### src/rtl/blake2b_msg_buf.sv
// BLAKE2b message-block buffer: 16x64-bit block store plus sigma/message responder.
// Define MSG_BUF_DOUBLE_EN for a two-bank ping-pong build; default is single bank.
module blake2b_msg_buf (
  input  logic        clk_i,
  input  logic        rst_i,
  input  logic        wr_valid_i,
  output logic        wr_ready_o,
  input  logic [63:0] wr_data_i,
  input  logic        wr_last_i,
  output logic        blk_valid_o,
  input  logic        blk_release_i,
  output logic        err_o,
  input  logic [3:0]  sigma_row_0_i,
  input  logic [3:0]  sigma_row_1_i,
  input  logic [3:0]  sigma_column_0_i,
  input  logic [3:0]  sigma_column_1_i,
  output logic [3:0]  mindex_0_o,
  output logic [3:0]  mindex_1_o,
  input  logic [3:0]  mindex_0_i,
  input  logic [3:0]  mindex_1_i,
  output logic [63:0] m_0_o,
  output logic [63:0] m_1_o
);

`ifdef MSG_BUF_DOUBLE_EN
  localparam int AW = 5;
`else
  localparam int AW = 4;
`endif

  logic [63:0]   mem [2**AW];
  logic [3:0]    cnt_q;
  logic          rdy_q;
  logic          vld_q;
  logic          err_q;
  logic          acc;
  logic          last_beat;
  logic [AW-1:0] waddr;
  logic [AW-1:0] raddr_0;
  logic [AW-1:0] raddr_1;

  assign acc       = wr_valid_i & rdy_q;
  assign last_beat = acc & (cnt_q == 4'd15);

  // Sigma row constant, column c at nibble c; rounds 10/11 reuse rows 0/1.
  function automatic logic [63:0] sigma_row(
    input logic [3:0] row
  );
    logic [63:0] r;
    case (row)
      4'd0, 4'd10: r = 64'hFEDCBA9876543210;
      4'd1, 4'd11: r = 64'h357B20C16DF984AE;
      4'd2:        r = 64'h491763EADF250C8B;
      4'd3:        r = 64'h8F04A562EBCD1397;
      4'd4:        r = 64'hD386CB1EFA427509;
      4'd5:        r = 64'h91EF57D438B0A6C2;
      4'd6:        r = 64'hB8293670A4DEF15C;
      4'd7:        r = 64'hA2684F05931CE7BD;
      4'd8:        r = 64'h5A417D2C803B9EF6;
      4'd9:        r = 64'h0DC3E9BF5167482A;
      default:     r = 64'h0;
    endcase
    return r;
  endfunction

  function automatic logic [3:0] sigma_lu(
    input logic [3:0] row,
    input logic [3:0] col
  );
    logic [63:0] r;
    r = sigma_row(row);
    return r[{col, 2'b00} +: 4];
  endfunction

  assign mindex_0_o = sigma_lu(sigma_row_0_i, sigma_column_0_i);
  assign mindex_1_o = sigma_lu(sigma_row_1_i, sigma_column_1_i);

`ifdef MSG_BUF_DOUBLE_EN
  logic       wptr_q;
  logic       rptr_q;
  logic [1:0] occ_q;
  logic [1:0] occ_n;
  logic       rel;

  assign rel   = blk_release_i & (occ_q != 2'd0);
  assign occ_n = occ_q + {1'b0, last_beat} - {1'b0, rel};

  assign waddr   = {wptr_q, cnt_q};
  assign raddr_0 = {rptr_q, mindex_0_i};
  assign raddr_1 = {rptr_q, mindex_1_i};

  // Ping-pong occupancy, bank pointers and registered handshakes.
  always_ff @(posedge clk_i or negedge rst_i) begin
    if (!rst_i) begin
      cnt_q  <= 4'd0;
      occ_q  <= 2'd0;
      wptr_q <= 1'b0;
      rptr_q <= 1'b0;
      rdy_q  <= 1'b0;
      vld_q  <= 1'b0;
    end else begin
      if (acc) cnt_q <= cnt_q + 4'd1;
      occ_q  <= occ_n;
      wptr_q <= wptr_q ^ last_beat;
      rptr_q <= rptr_q ^ rel;
      rdy_q  <= (occ_n != 2'd2);
      vld_q  <= (occ_n != 2'd0);
    end
  end
`else
  typedef enum logic {FILL, FULL} state_t;
  state_t state_q;

  assign waddr   = cnt_q;
  assign raddr_0 = mindex_0_i;
  assign raddr_1 = mindex_1_i;

  // Fill/hold sequencing with registered handshakes.
  always_ff @(posedge clk_i or negedge rst_i) begin
    if (!rst_i) begin
      state_q <= FILL;
      cnt_q   <= 4'd0;
      rdy_q   <= 1'b0;
      vld_q   <= 1'b0;
    end else begin
      unique case (state_q)
        FILL: begin
          rdy_q <= 1'b1;
          if (acc) begin
            cnt_q <= cnt_q + 4'd1;
            if (cnt_q == 4'd15) begin
              state_q <= FULL;
              rdy_q   <= 1'b0;
              vld_q   <= 1'b1;
            end
          end
        end
        FULL: begin
          if (blk_release_i) begin
            state_q <= FILL;
            rdy_q   <= 1'b1;
            vld_q   <= 1'b0;
          end
        end
      endcase
    end
  end
`endif

  // Sticky framing error: last flag disagrees with beat position.
  always_ff @(posedge clk_i or negedge rst_i) begin
    if (!rst_i) begin
      err_q <= 1'b0;
    end else if (acc && (wr_last_i != (cnt_q == 4'd15))) begin
      err_q <= 1'b1;
    end
  end

  // Block storage; contents survive reset.
  always_ff @(posedge clk_i) begin
    if (acc) mem[waddr] <= wr_data_i;
  end

  assign wr_ready_o  = rdy_q;
  assign blk_valid_o = vld_q;
  assign err_o       = err_q;
  assign m_0_o       = vld_q ? mem[raddr_0] : 64'h0;
  assign m_1_o       = vld_q ? mem[raddr_1] : 64'h0;

endmodule
### config.mk
export PLATFORM = sky130hd
export DESIGN_NAME = blake2b_msg_buf
export DESIGN_NICKNAME = d
export VERILOG_FILES = /design/src/rtl/blake2b_msg_buf.sv
export SDC_FILE = /design/constraint.sdc
export NUM_CORES = 1
export LEC_CHECK = 0
export BUFFER_PORTS_ARGS = -buffer_cell sky130_fd_sc_hd__buf_2
export CAP_MARGIN = 20
export CORE_MARGIN = 1
export CORE_UTILIZATION = 63
export DETAILED_ROUTE_END_ITERATION = 10
export PLACE_DENSITY = 0.81
export SLEW_MARGIN = 20
export SYNTH_ARGS = -nofsm -noshare
export SYNTH_HDL_FRONTEND = slang
export SYNTH_SLANG_ARGS = --single-unit
### constraint.sdc
create_clock -name clk_i -period 14.3 [get_ports clk_i]
set_input_delay 2.145 -clock clk_i [delete_from_list [all_inputs] [get_ports clk_i]]
set_output_delay 2.145 -clock clk_i [all_outputs]
set_load 0.005 [all_outputs]
==> Word-level counts from Yosys, hierarchy flattened <==
Memory sizes are Yosys's and may differ from the RTL's.
Index checks and enable logic that the tools add are counted.
{ "totals": {"romBits": 2048, "ram_bits": 1024, "out_inout_bits": 139, "reg_bits": 8, "n_memories": 3} }
{ "classes": {"bitwise": 2, "eq_ne": 5, "mux": 16, "n_shift": 2, "addsub": 1, "reduce_logical": 3} }
{ "memory_table": {"columns": ["name", "words", "width", "read_ports", "rd_clocked_by_memory_dff", "write_ports", "line", "source"], "rows": [
  ["(name not given)", 16, 64, 1, 0, 0, "50", "case (row)"],
  ["(name not given)", 16, 64, 1, 0, 0, "50", null],
  ["mem", 16, 64, 2, 0, 1, "31", "logic [63:0] mem [2**AW];"]
]} }
{ "ops": {"columns": ["cell", "n"], "rows": [
  ["64-bit 2-to-1 mux", 2],
  ["64-bit by 7-bit variable part select with 4-bit output", 2],
  ["1-bit 2-to-1 mux", 11],
  ["2-bit != test, second input constant", 3],
  ["1-bit one-hot mux with 2 select lines", 3],
  ["4-bit by 1-bit adder with 4-bit output, second input constant", 1],
  ["4-bit == test, second input constant", 1],
  ["3-bit AND reduction", 1],
  ["2-bit AND reduction", 1],
  ["1-bit AND", 1],
  ["1-bit logical AND", 1],
  ["1-bit != test", 1],
  ["1-bit inverter", 1]
]} }

==> Longest topological paths before layout <==
{ "logic_depth": {"depth_word": 4, "ltp_mapped": 11, "mapped_depth_nobuf": 8} }

==> Worst setup path before layout <==
OpenSTA, ideal clock, no wires.
{ "synth_path": {"kind": "input port to flip-flop", "from": "input port wr_valid_i", "to": "memory mem[3][0] (enable)", "path_stages": 2, "n_path_buf": 0, "setup_slack_ns": 7.079, "arrival_time_ns": 6.657, "path_cell_list": "nand3_1 > nor3_1"} }
{ "synth_via": {"elab_chain_len": 3} }
{ "synth_rtl": {"columns": ["element", "line", "source"], "rows": [
  ["start, declared", "6", "input logic wr_valid_i,"],
  ["1-bit AND", "42", "assign acc = wr_valid_i & rdy_q;"],
  ["1-bit 2-to-1 mux", "161", "if (acc) mem[waddr] <= wr_data_i;"],
  ["1-bit 2-to-1 mux (implied by the code)", "161", null],
  ["end, declared", "31", null]
]} }
Every way passes these cells.

==> Worst setup path in the final report <==
{ "layout_path": {"from": "input port mindex_0_i[0]", "to": "output port m_0_o[31]"} }
{ "layout_via": {"elab_chain_len": 2} }
{ "layout_rtl": {"columns": ["element", "line", "source"], "rows": [
  ["start, declared", "19", "input logic [3:0] mindex_0_i,"],
  ["memory 16 x 64 bit", null, null],
  ["64-bit 2-to-1 mux", "167", "assign m_0_o = vld_q ? mem[raddr_0] : 64'h0;"],
  ["end, declared", "21", "output logic [63:0] m_0_o,"]
]} }
Every way passes these cells.

==> impl_summary.log <==
INFO  metric routed-via-count = 28991
INFO  metric run_status = finished, final reports clean
INFO  metric postSynthAreaPerCell = 20.0 µm²
INFO  metric die_outline_width = 285 µm
INFO  metric final_common_cell = sky130_fd_sc_hd__edfxtp_1
INFO  metric design.die.area = 0.0811 mm²
INFO  metric wl_per_cell = 36.2 µm
INFO  metric dpl-instance-area = 0.0523 mm²
INFO  metric detail-route-antenna-nets = 0
INFO  metric cts_buffer_depth = 3
INFO  metric asyncSetResetFlopFracSynth = 0.00775
INFO  metric number_of_sinks_handled_by_clock_tree_synthesis = 1032
INFO  metric synth_ff_type = sky130_fd_sc_hd__edfxtp_1
INFO  metric crit_required = 12.15 ns
INFO  metric first_iteration_detailed_routing_drc_count = 4607
INFO  metric startpoint_type = primary input
INFO  metric number_of_antenna_violations_at_the_first_check_in_global_routing = 21
INFO  metric cts_inserted_buffers = 102
INFO  metric worstHoldPathType = reg -> reg
INFO  metric net_count_of_the_finished_layout = 2789
INFO  metric clock_power_share = 0.346
INFO  metric routed_wirelength = 138000 µm
INFO  metric initial_core_util = 0.637
INFO  metric post_synth_main_area_contributors = sky130_fd_sc_hd__edfxtp_1 61%, sky130_fd_sc_hd__mux4_2 29%, sky130_fd_sc_hd__and2_1 1.6%, sky130_fd_sc_hd__clkbuf_1 0.92%, sky130_fd_sc_hd__buf_4 0.60%
INFO  metric sw_frac_of_total = 0.269
INFO  metric power_frac_comb = 0.172
INFO  metric wire_length_of_the_first_global_routing_pass = between 200000 and 250000 µm
INFO  metric synthesis.yosys.warnings = 0
INFO  metric cts_resized = 0
INFO  metric crit_fanout = approximately 60
INFO  metric gpl.final_weighted_congestion = 0.889
INFO  metric layout.cells.most_common_list = 1024 x sky130_fd_sc_hd__edfxtp_1, 642 x sky130_fd_sc_hd__mux4_2, 223 x sky130_fd_sc_hd__buf_2
INFO  metric post_synth_num_cell_types = between 60 and 70
INFO  metric drtPass1Iterations = 6
INFO  metric final_core_utilization = 0.704
INFO  metric remaining_drc_errors = 0
INFO  metric drive_above_1_share = 0.395
INFO  metric maximum_number_of_pins_on_one_net_before_global_route_repair = 141
INFO  metric worst_slew_margin_rel = 0.233
INFO  metric slew_violations = 0
INFO  metric cts_max_level = 3
INFO  metric std_cell_rows = 103
INFO  metric buffers_added_on_ports = 231
INFO  metric synth_largest_type_area_fraction = 0.610
INFO  metric synth_seq_cells = between 1000 and 1500
INFO  metric clock_tree.root_cell = sky130_fd_sc_hd__clkbuf_16
INFO  metric tightestPinTransition = 1.15 ns
INFO  metric die_y = 285 µm
INFO  metric leakagePower = 17.8 nW
INFO  metric setup.worst_path.end_class = primary output
INFO  metric layout.cell_area.non_filler = 0.0557 mm²
INFO  metric totalNegativeSetupSlack = 0 ns
INFO  metric multi_input_comb_area = 0.0183 mm²
INFO  metric cts_hold_buf = 0
INFO  metric mappedNetlistArea = 0.0504 mm²
INFO  metric synthesis.instances = 2516
INFO  metric number_of_global_route_vias_before_repair = 30104
INFO  metric synth-seq-area-share = 0.614
INFO  metric top_level_ports = 232
INFO  metric final_hold_viol_count = 0
INFO  metric cts.reportedPaths.clkPinSlew = 0.06 ns
INFO  metric timing.fmax = 124 MHz
INFO  metric synth.largest_area_cell = sky130_fd_sc_hd__edfxtp_1
INFO  metric criticalPathCategory = in -> out
INFO  metric core-area = ~0.08 mm²
INFO  metric maxCapViolations = 0
INFO  metric number_of_synthesized_flops_with_an_enable_pin = 1024
INFO  metric insertion_delay = 0.66 ns
INFO  metric finalSetupViolCount = 0
INFO  metric net-switching-power = 2.13 mW
INFO  metric p_per_area = approximately 140 mW/mm²
INFO  metric rsz0062_at_grt = false
INFO  metric final-seq-area = roughly 0.031 mm²
INFO  metric globalRouteOverflowTotal = 0
INFO  metric synth.net_count = 2633
INFO  metric clock_tree_from_tritoncts = done
INFO  metric post_cts.repair.setup_buffers = 0
INFO  metric grt_util_all_layers = 0.345
INFO  metric worst-endpoint-arrival = 5.90 ns
INFO  metric total_power = 7.91 mW
INFO  metric ir_worst_vdd = 161 µV
INFO  metric share_seq_of_total_power = 0.482
INFO  metric period_share = 0.562
INFO  metric worst_setup_skew_after_layout = 0.0223 ns
INFO  metric dpl.hpwl = 69300 µm
INFO  metric internal_power = between 5 and 6 mW
INFO  metric fin_crit = 8.04 ns
INFO  metric avgViaCountPerCell = between 7 and 8
INFO  metric synthToLayoutAreaGrowth = 10.5%
INFO  metric final.fill_count = 4683
==> sequential cells by signal (all words and copies together), names as in the netlist <==
register	flops
wr_ready_o	1
state_q	1
blk_valid_o	1
mem	1024
cnt_q	4
err_o	1
==> routing by layer <==
layer | track usage | vias to the layer above | share of wire
met5 | 0 | - | 0.00091
met4 | 0.126 | 20 | 0.032
li1 | - | 11214 | -
met1 | 0.472 | 15159 | 0.34
met2 | 0.557 | 2265 | 0.50
met3 | 0.0722 | 333 | 0.12
==> critical path, cell delays in order <==
cell and delay, ns:
sky130_fd_sc_hd__buf_8 0.44, sky130_fd_sc_hd__buf_4 0.90, sky130_fd_sc_hd__buf_4 0.79, sky130_fd_sc_hd__mux4_2 0.61
sky130_fd_sc_hd__mux4_2 0.54, sky130_fd_sc_hd__and2_1 0.19, sky130_fd_sc_hd__buf_2 0.12
==> cell type report <==
type	instances	area share
Sequential cell	1032	0.556
Timing Repair Buffer	275	0.0284
Tap cell	1050	0.0236
Clock buffer	117	0.0472
Antenna cell	8	0.000359
Multi-Input combinational cell	1237	0.329
Inverter	24	0.00162
Clock inverter	75	0.0138
==> power by group through the flow <==
stage          Combinational [mW]  Sequential [mW]  Clock [mW]
2_1_floorplan               0.816             3.80           0
3_3_place_gp                 1.32             3.81           0
3_5_place_dp                 1.34             3.85           0
4_1_cts                      1.36             3.81        2.74
5_1_grt                      1.43             3.83        2.85
6_report                     1.36             3.81        2.74
==> final timing paths <==
check / slack [ns] / to / cells past startpoint / startpoint
hold / removal: 0.47 / err_o / 1 / err_o
setup / recovery: 6.26 / m_0_o[31] / 7 / mindex_0_i[0]
max in group asynchronous: 12.80 / blk_valid_o / 1 / rst_i
hold reg to reg: 0.47 / err_o / 1 / err_o
min in group asynchronous: 1.31 / blk_valid_o / 1 / rst_i
setup reg to reg: 11.02 / mem[15][34] / 4 / cnt_q[0]
==> per-stage QoR <==
step	cells	worst slack [ns]	hold slack [ns]
after floorplan	2516	7.08	0.468
after global placement	3618	6.20	0.460
after detailed placement	3618	6.17	0.456
after CTS	3810	6.12	0.477
after global routing	3814	5.92	0.499
final	3818	6.26	0.474
==> Yosys cell counts (4+ instances only) <==
cell type                   number
sky130_fd_sc_hd__o21ai_0        58
sky130_fd_sc_hd__o311ai_1        4
sky130_fd_sc_hd__buf_1          21
sky130_fd_sc_hd__clkbuf_1      123
sky130_fd_sc_hd__a21oi_1        49
sky130_fd_sc_hd__inv_1          22
sky130_fd_sc_hd__nand2_1        39
sky130_fd_sc_hd__nor2_1         47
sky130_fd_sc_hd__edfxtp_1     1024
sky130_fd_sc_hd__a22oi_1         4
sky130_fd_sc_hd__mux4_2        642
sky130_fd_sc_hd__nor2b_1        16
sky130_fd_sc_hd__o22ai_1        10
sky130_fd_sc_hd__o21a_1          4
sky130_fd_sc_hd__o32ai_1         7
sky130_fd_sc_hd__nor3_1         14
sky130_fd_sc_hd__nand2b_1       19
sky130_fd_sc_hd__o21ai_1         5
sky130_fd_sc_hd__ha_1           24
sky130_fd_sc_hd__a311oi_1        5
sky130_fd_sc_hd__nand3_1        25
sky130_fd_sc_hd__nand4_1         5
sky130_fd_sc_hd__o211ai_1       13
sky130_fd_sc_hd__o31ai_1         5
sky130_fd_sc_hd__buf_6          14
sky130_fd_sc_hd__o221ai_1        9
sky130_fd_sc_hd__mux2i_1        10
sky130_fd_sc_hd__and2_1        132
sky130_fd_sc_hd__buf_4          40
sky130_fd_sc_hd__a21o_1          4
sky130_fd_sc_hd__a211oi_1       11
sky130_fd_sc_hd__dfrtp_1         8
sky130_fd_sc_hd__a2111oi_0       4
sky130_fd_sc_hd__o311ai_0        7
sky130_fd_sc_hd__buf_2          25
sky130_fd_sc_hd__a31oi_1         8
sky130_fd_sc_hd__nand3b_1        4
==> cells by family after synthesis <==
group	after synthesis	synth area share
fa+ha+maj	24	0.00596
flops	1032	0.614
mux	654	0.289
xor+xnor	6	0.00104
compound gates	237	0.0310
simple gates	316	0.0343
buf+inv	247	0.0241
No activity file was read; power rests on OpenSTA's default activity.
